### src/rtl/draw_arbiter_pkg.sv
// Shared definitions for the VGA draw-port arbiter: FSM encodings, pixel
// coordinate width and the colour used when a requester is erasing.
package draw_arbiter_pkg;

  localparam int COORD_W = 10;
  localparam int BLACK   = 0;

  typedef enum logic [1:0] {
    ST_IDLE  = 2'd0,
    ST_GRANT = 2'd1,
    ST_BURST = 2'd2,
    ST_GAP   = 2'd3
  } state_t;

endpackage

### src/rtl/draw_arb_pick.sv
// Combinational winner select: first requesting index at or after ptr,
// searching cyclically. With ptr held at 0 this is plain fixed priority.
module draw_arb_pick #(
  parameter int NREQ = 4,
  parameter int PW   = 2
) (
  input  logic [NREQ-1:0] req,
  input  logic [PW-1:0]   ptr,
  output logic [NREQ-1:0] win
);

  logic found;
  int   idx;

  always_comb begin
    win   = '0;
    found = 1'b0;
    idx   = 0;
    for (int k = 0; k < NREQ; k++) begin
      idx = (int'(ptr) + k) % NREQ;
      if (!found && req[idx]) begin
        win[idx] = 1'b1;
        found    = 1'b1;
      end
    end
  end

endmodule

### src/rtl/draw_arbiter.sv
// Multiplexes NREQ pixel-drawing requesters onto one VGA adapter port.
// Define DRAW_ARB_ROUND_ROBIN_EN for round-robin arbitration (default: fixed priority).
module draw_arbiter
  import draw_arbiter_pkg::*;
#(
  parameter int NREQ = 4,
  parameter int CW   = 3
) (
  input  logic                      clk,
  input  logic                      resetn,
  input  logic [NREQ-1:0]           req,
  input  logic [NREQ-1:0]           done,
  input  logic [NREQ-1:0]           plot_in,
  input  logic [NREQ*COORD_W-1:0]   x_in,
  input  logic [NREQ*COORD_W-1:0]   y_in,
  input  logic [NREQ*CW-1:0]        colour_in,
  input  logic [NREQ-1:0]           erase_in,
  output logic [NREQ-1:0]           gnt,
  output logic [COORD_W-1:0]        x,
  output logic [COORD_W-1:0]        y,
  output logic [CW-1:0]             colour,
  output logic                      writeEn,
  output logic                      busy
);

  localparam int PW = (NREQ > 1) ? $clog2(NREQ) : 1;

  state_t              state, state_d;
  logic [NREQ-1:0]     gnt_d, win;
  logic [COORD_W-1:0]  x_d, y_d;
  logic [CW-1:0]       colour_d;
  logic                we_d;
  logic [PW-1:0]       gidx;
  logic [PW-1:0]       ptr;
  logic                burst_end;

  // Index of the current owner; gnt is one-hot whenever it matters.
  always_comb begin
    gidx = '0;
    for (int i = 0; i < NREQ; i++)
      if (gnt[i]) gidx = PW'(i);
  end

  assign burst_end = (state == ST_BURST) && (done[gidx] || !req[gidx]);
  assign busy      = (state != ST_IDLE);

`ifdef DRAW_ARB_ROUND_ROBIN_EN
  always_ff @(posedge clk or negedge resetn) begin
    if (!resetn)        ptr <= '0;
    else if (burst_end) ptr <= PW'((int'(gidx) + 1) % NREQ);
  end
`else
  assign ptr = '0;
`endif

  draw_arb_pick #(.NREQ(NREQ), .PW(PW)) u_pick (
    .req (req),
    .ptr (ptr),
    .win (win)
  );

  always_comb begin
    state_d  = state;
    gnt_d    = gnt;
    x_d      = x;
    y_d      = y;
    colour_d = colour;
    we_d     = 1'b0;
    case (state)
      ST_IDLE: begin
        if (|req) begin
          gnt_d   = win;
          state_d = ST_GRANT;
        end else begin
          gnt_d = '0;
        end
      end
      ST_GRANT: state_d = ST_BURST;
      ST_BURST: begin
        // Only the owner's strobe matters; a plot alongside done is still taken.
        we_d = plot_in[gidx];
        if (plot_in[gidx]) begin
          x_d      = x_in[COORD_W*gidx +: COORD_W];
          y_d      = y_in[COORD_W*gidx +: COORD_W];
          colour_d = erase_in[gidx] ? CW'(BLACK) : colour_in[CW*gidx +: CW];
        end
        if (burst_end) begin
          state_d = ST_GAP;
          gnt_d   = '0;
        end
      end
      ST_GAP:  state_d = ST_IDLE;
      default: state_d = ST_IDLE;
    endcase
  end

  always_ff @(posedge clk or negedge resetn) begin
    if (!resetn) begin
      state   <= ST_IDLE;
      gnt     <= '0;
      x       <= '0;
      y       <= '0;
      colour  <= '0;
      writeEn <= 1'b0;
    end else begin
      state   <= state_d;
      gnt     <= gnt_d;
      x       <= x_d;
      y       <= y_d;
      colour  <= colour_d;
      writeEn <= we_d;
    end
  end

endmodule

### config.mk
export PLATFORM = sky130hd
export DESIGN_NAME = draw_arbiter
export DESIGN_NICKNAME = d
export VERILOG_FILES = /design/src/rtl/draw_arbiter_pkg.sv /design/src/rtl/draw_arb_pick.sv /design/src/rtl/draw_arbiter.sv
export SDC_FILE = /design/constraint.sdc
export NUM_CORES = 1
export LEC_CHECK = 0
export ABC_AREA = 1
export CORE_AREA = 4 4 123 78
export CTS_CLUSTER_SIZE = 8
export DETAILED_ROUTE_END_ITERATION = 12
export DIE_AREA = 0 0 127 82
export PLACE_DENSITY = 0.67
export SLEW_MARGIN = 20
export SYNTH_ARGS = -nofsm -noshare
export SYNTH_HDL_FRONTEND = slang
export SYNTH_HIERARCHICAL = 1
export SYNTH_SLANG_ARGS = --single-unit
### constraint.sdc
create_clock -name clk -period 1.4 [get_ports clk]
set_clock_uncertainty 0.1 [all_clocks]
set_input_delay 0.28 -clock clk [delete_from_list [all_inputs] [get_ports clk]]
set_output_delay 0.28 -clock clk [all_outputs]
set_load 0.03 [all_outputs]
# Word level (Yosys, flattened, before mapping)
# Index checks and enable logic that the tools add are counted.
# Widths: inputs -> output; s select.
# totals
output_inout_bits	29
register_bits	30
input_bits	110
# op_classes
order_cmp	1
n_mux	26
eq_ne	5
mul	2
n_shift	3
n_reduce_logical	16
# op_table
operator	count
$shiftx 40x7->10	2
$mux 4	3
$shiftx 12x5->3	1
$mux 1	10
$mux 2	5
$bmux 1 s2	4
$pmux 2 s4	1
$pmux 4 s2	1
$mux 3	2
$reduce_and 2->1	3
$mul 3x2->5 const A	1
$eq 2x2->1 const B	2
$logic_and 1x1->1	4
$logic_not 1->1	4
$mul 2x2->4 const A	1
$ne 2x2->1 const B	2
$reduce_bool 2->1	2
$reduce_or 4->1	1
$lt 2x3->1 const B	1
$eq 2x1->1 const B	1
$logic_not 2->1	1
$logic_or 1x1->1	1

# Depth between registers and ports, before layout
# depth
ltp_word	12
depth_mapped	13

# Cells and area by module
# The synthesis kept the hierarchy.
# by_module_without_submodules
module	area_per_inst_um2	cells_per_inst	seq_area_each_um2	n_inst
draw_arbiter	2099.5	322	750.7	1
draw_arb_pick	396.6	73	0.0	1

# Least setup slack after synthesis
# OpenSTA, ideal clock, no wires.
# synth_path
path_type	register to register
startpoint	reg gnt[1]
endpoint	reg x[6]
setup_ns	0.117
arrival_ns	1.412
synth_period_minus_slack_ns	1.628
path_buffers	3
t_required_ns	1.183
slack_ns	-0.228
stages_incl_launch_ff	11
cell_sequence	dfrtp_1 buf_2 nand2_1 nand2_2 buf_6 inv_2 buf_4 nor2_1 o22ai_1 nand2_1 nand2_1
# synth_between
elab_chain_len	6
word_cells_on_any_way	8
classes_between	1 x mul; 1 x shift; 5 x mux; 1 x reduce/logical
# synth_rtl
item	line	rtl
start, declared	draw_arbiter.sv:18	output logic [NREQ-1:0] gnt,
start signal, assigned	draw_arbiter.sv:107	gnt <= gnt_d;
$mux 1 (*)	draw_arbiter.sv:41	if (gnt[i]) gidx = PW'(i);
$mux 2 (*) (2 in series)	draw_arbiter.sv:41	
branches (longest 3 deep; another with $mul 3x2->5)	n/a	
end signal, assigned	draw_arbiter.sv:101	x <= '0;
end signal, assigned	draw_arbiter.sv:108	x <= x_d;
end, declared	draw_arbiter.sv:19	output logic [COORD_W-1:0] x,
# Every way passes the cells marked *. The select of a mux whose other input is x is not followed.
# A chain may end at the register's enable or synchronous reset.

# Final worst setup path
# layout_path
startpoint	reg gnt[2]
endpoint	reg x[5]
# layout_between
elab_chain_len	5
word_cells_on_any_way	7
classes_between	1 x mul; 1 x shift; 4 x mux; 1 x reduce/logical
# layout_rtl
item	line
$mux 2 (*) (2 in series)	draw_arbiter.sv:41
branches (longest 3 deep; another with $mul 3x2->5)	n/a
# Marks and branches as above.

==> metrics.yaml <==
ir_worst_vdd_mv: 1.09
clockBufferDepth: 2
ys_seq_area_frac: 0.301
finalSetupTns_ns: -3.15
finalSetupViolations: 31
ff2ff_path_depth: 9
vias: 3281
synth_enable_flop_cells: 0
gp_congestion: 0.908
worstPathArrival_ns: 1.58
cp_max_fo: 21
worst_slack_ns: -0.128
cp_common_cell: "nand2_1"
grt_use_total: 0.194
clkSlewWorstSetupHoldPaths_ns: 0.05
max_stage_delay_ns: 0.44
ys_warn_count: 6
clk_latency_ns: 0.27
grt_pass1_vias: 3377
via_per_inst: 4.65
core_area_um2: 8390
final_max_slew_viol_count: 0
drive_gt1_frac: 0.308
power_density_nw_per_um2: 2220
overflow: 0
finalPower_mw: 11.0
r2r_start: "gnt[2]$_DFFE_PN0P_"
cts_tree: "done"
grt_pass1_wl_mm: 16.3
cts_root_buf: "clkbuf_16"
detailed_place_hpwl_mm: 7.55
syn-mean-instance-area_um2: 6.32
synthFlopType: "dfrtp_1"
critPathBufInv: 2
end_kind: "flip-flop"
yosys_register_bits: 30
timing.final.crit_share: 1.09
antennaDiodeCount: 0
io_buffers: 138
ant_nets: 0
htree_levels: 2
fmax_mhz: 654
drt_iter0_drc: 144
die_x_um: 127
cp_top_family: "simple AND/OR/NAND/NOR gates"
rows: 26
p_leak_nw: 2.34
drc: 0
maxCapViolations: 0
place_ws_ns: -0.409
crit_chain: "nor2_4 -> buf_6 -> nor2_2 -> o21ai_2 -> nand2_2 -> nand2_8 -> inv_8 -> nand2_1 -> nand2_1"
r2r_slack_ns: -0.13
die-area_um2: 10400
postSynthCellCount: 395
initial_utilization: 0.297
nets: 712
hold_slack_ns: 0.281
routed_wl_mm: 10.3
critPathSlowestCell: "dfrtp_2"
violations: "setup timing"
areaGrowthSynthToFinish_pct: 97.9
synth-async-reset-ratio: 1.00
cts.sinks: 30
hold_viol_final: 0
reg2reg_to: "x[5]$_DFFE_PN0P_"
min_period_ns: 1.53
dr.pass1.iters: 4
crit_required_ns: 1.45
synth_cell_types: 25
start_kind: "flip-flop"
wl_per_cell_um: 14.6
rsz0062_at_grt: "yes"
fillers: 775
status: "complete, but fails checks"
worstSetupPathType: "flip-flop to flip-flop"
synthesis.area_um2: 2500
cts-buffers-inserted: 5
die_h_um: 82
hold_class: "input port to asynchronous set/reset pin"
grt_max_degree: 31
antenna_found_initial: 0
num_io_pins: 139
critPathLaunch: "gnt[2]$_DFFE_PN0P_"
==> where the power goes <==
part | switching [mW] | total, mW | internal [mW]
registers | 0.382 | 1.68 | 1.30
logic | 4.46 | 8.22 | 3.76
clock network | 0.349 | 1.05 | 0.702
==> worst max path at each step <==
stage / end / slack (ns) / cells past startpoint
final: x[5]$_DFFE_PN0P_ / -0.13 / 9
after global routing: x[6]$_DFFE_PN0P_ / -0.22 / 9
after CTS: colour[0]$_DFFE_PN0P_ / -0.12 / 7
after detailed placement: gnt[3]$_DFFE_PN0P_ / -0.41 / 13
after global placement: gnt[3]$_DFFE_PN0P_ / -0.37 / 13
after floorplan: x[0]$_DFFE_PN0P_ / -0.11 / 9
==> placed cells by master, fill, tap and decap left out, types with 17 or more instances in the layout <==
cell type	count
nand2_2	36
dfrtp_1	27
nand2_1	81
inv_1	22
buf_4	58
nor2_1	52
conb_1	17
o21ai_0	43
clkdlybuf4s50_1	105
nand3_1	32
==> cell usage after synthesis, types with 3 or more instances <==
master      n  area, um2
inv_1      27        101
inv_2       4       15.0
buf_6       3       33.8
dfrtp_1    30        751
nor2_1     64        240
buf_4       6       45.0
o21ai_0    50        250
clkbuf_1    8       30.0
nand3_1    33        165
o22ai_1    20        125
ha_1        9        113
nand2_1   119        447
nand2_4     3       33.8
nand2_2     5       31.3
==> repair_timing <==
| action | in CTS | in global routing |
|---|---|---|
| gates cloned | 2 | 1 |
| endpoints found under the setup margin | 34 | 32 |
| setup buffers | 12 | 5 |
| hold buffers | 0 | 0 |
| gates resized for setup | 50 | 59 |
| pin swaps | 12 | 13 |
==> sequential cells by signal (all words and copies together), names as in the netlist <==
signal / count
gnt: 4
writeEn: 1
x: 10
state: 2
y: 10
colour: 3
==> worst register-to-register path, delay by kind of cell, from the launching register on <==
| family | cells | cell delay, ns |
|---|---|---|
| compound gates | 1 | 0.06 |
| simple gates | 6 | 0.60 |
| flops | 1 | 0.44 |
| buf+inv | 2 | 0.22 |
==> cell type report <==
type	count	area (um2)	area share
Timing Repair Buffer	193	1950	0.395
Multi-Input combinational cell	330	1810	0.366
Clock buffer	7	143	0.0289
Sequential cell	30	754	0.153
Inverter	33	139	0.0281
Clock inverter	1	5.00	0.00101
Tap cell	112	140	0.0284
==> stage by stage <==
step,std cells,instance area [um2],utilization
final,706,4940,0.589
after global routing,706,4940,0.589
after CTS,700,4690,0.559
after detailed placement,679,4270,0.509
after global placement,679,4270,0.509
after floorplan,411,2590,-
==> cell families after synthesis <==
logic type               synth area share
AO/OA/AOI/OAI                       0.156
flip-flops                          0.301
adder cells (fa/ha/maj)            0.0451
other                             0.00150
AND/OR/NAND/NOR                     0.400
buffers and inverters              0.0972
==> metal layers <==
metal  track usage  share of wire  wire length (um)
met3        0.0539          0.074               766
met1         0.251           0.46              4750
met5             0              0                 0
met4        0.0364         0.0043                44
met2         0.329           0.46              4780
Note: power is estimated with default switching activity, not from simulation.
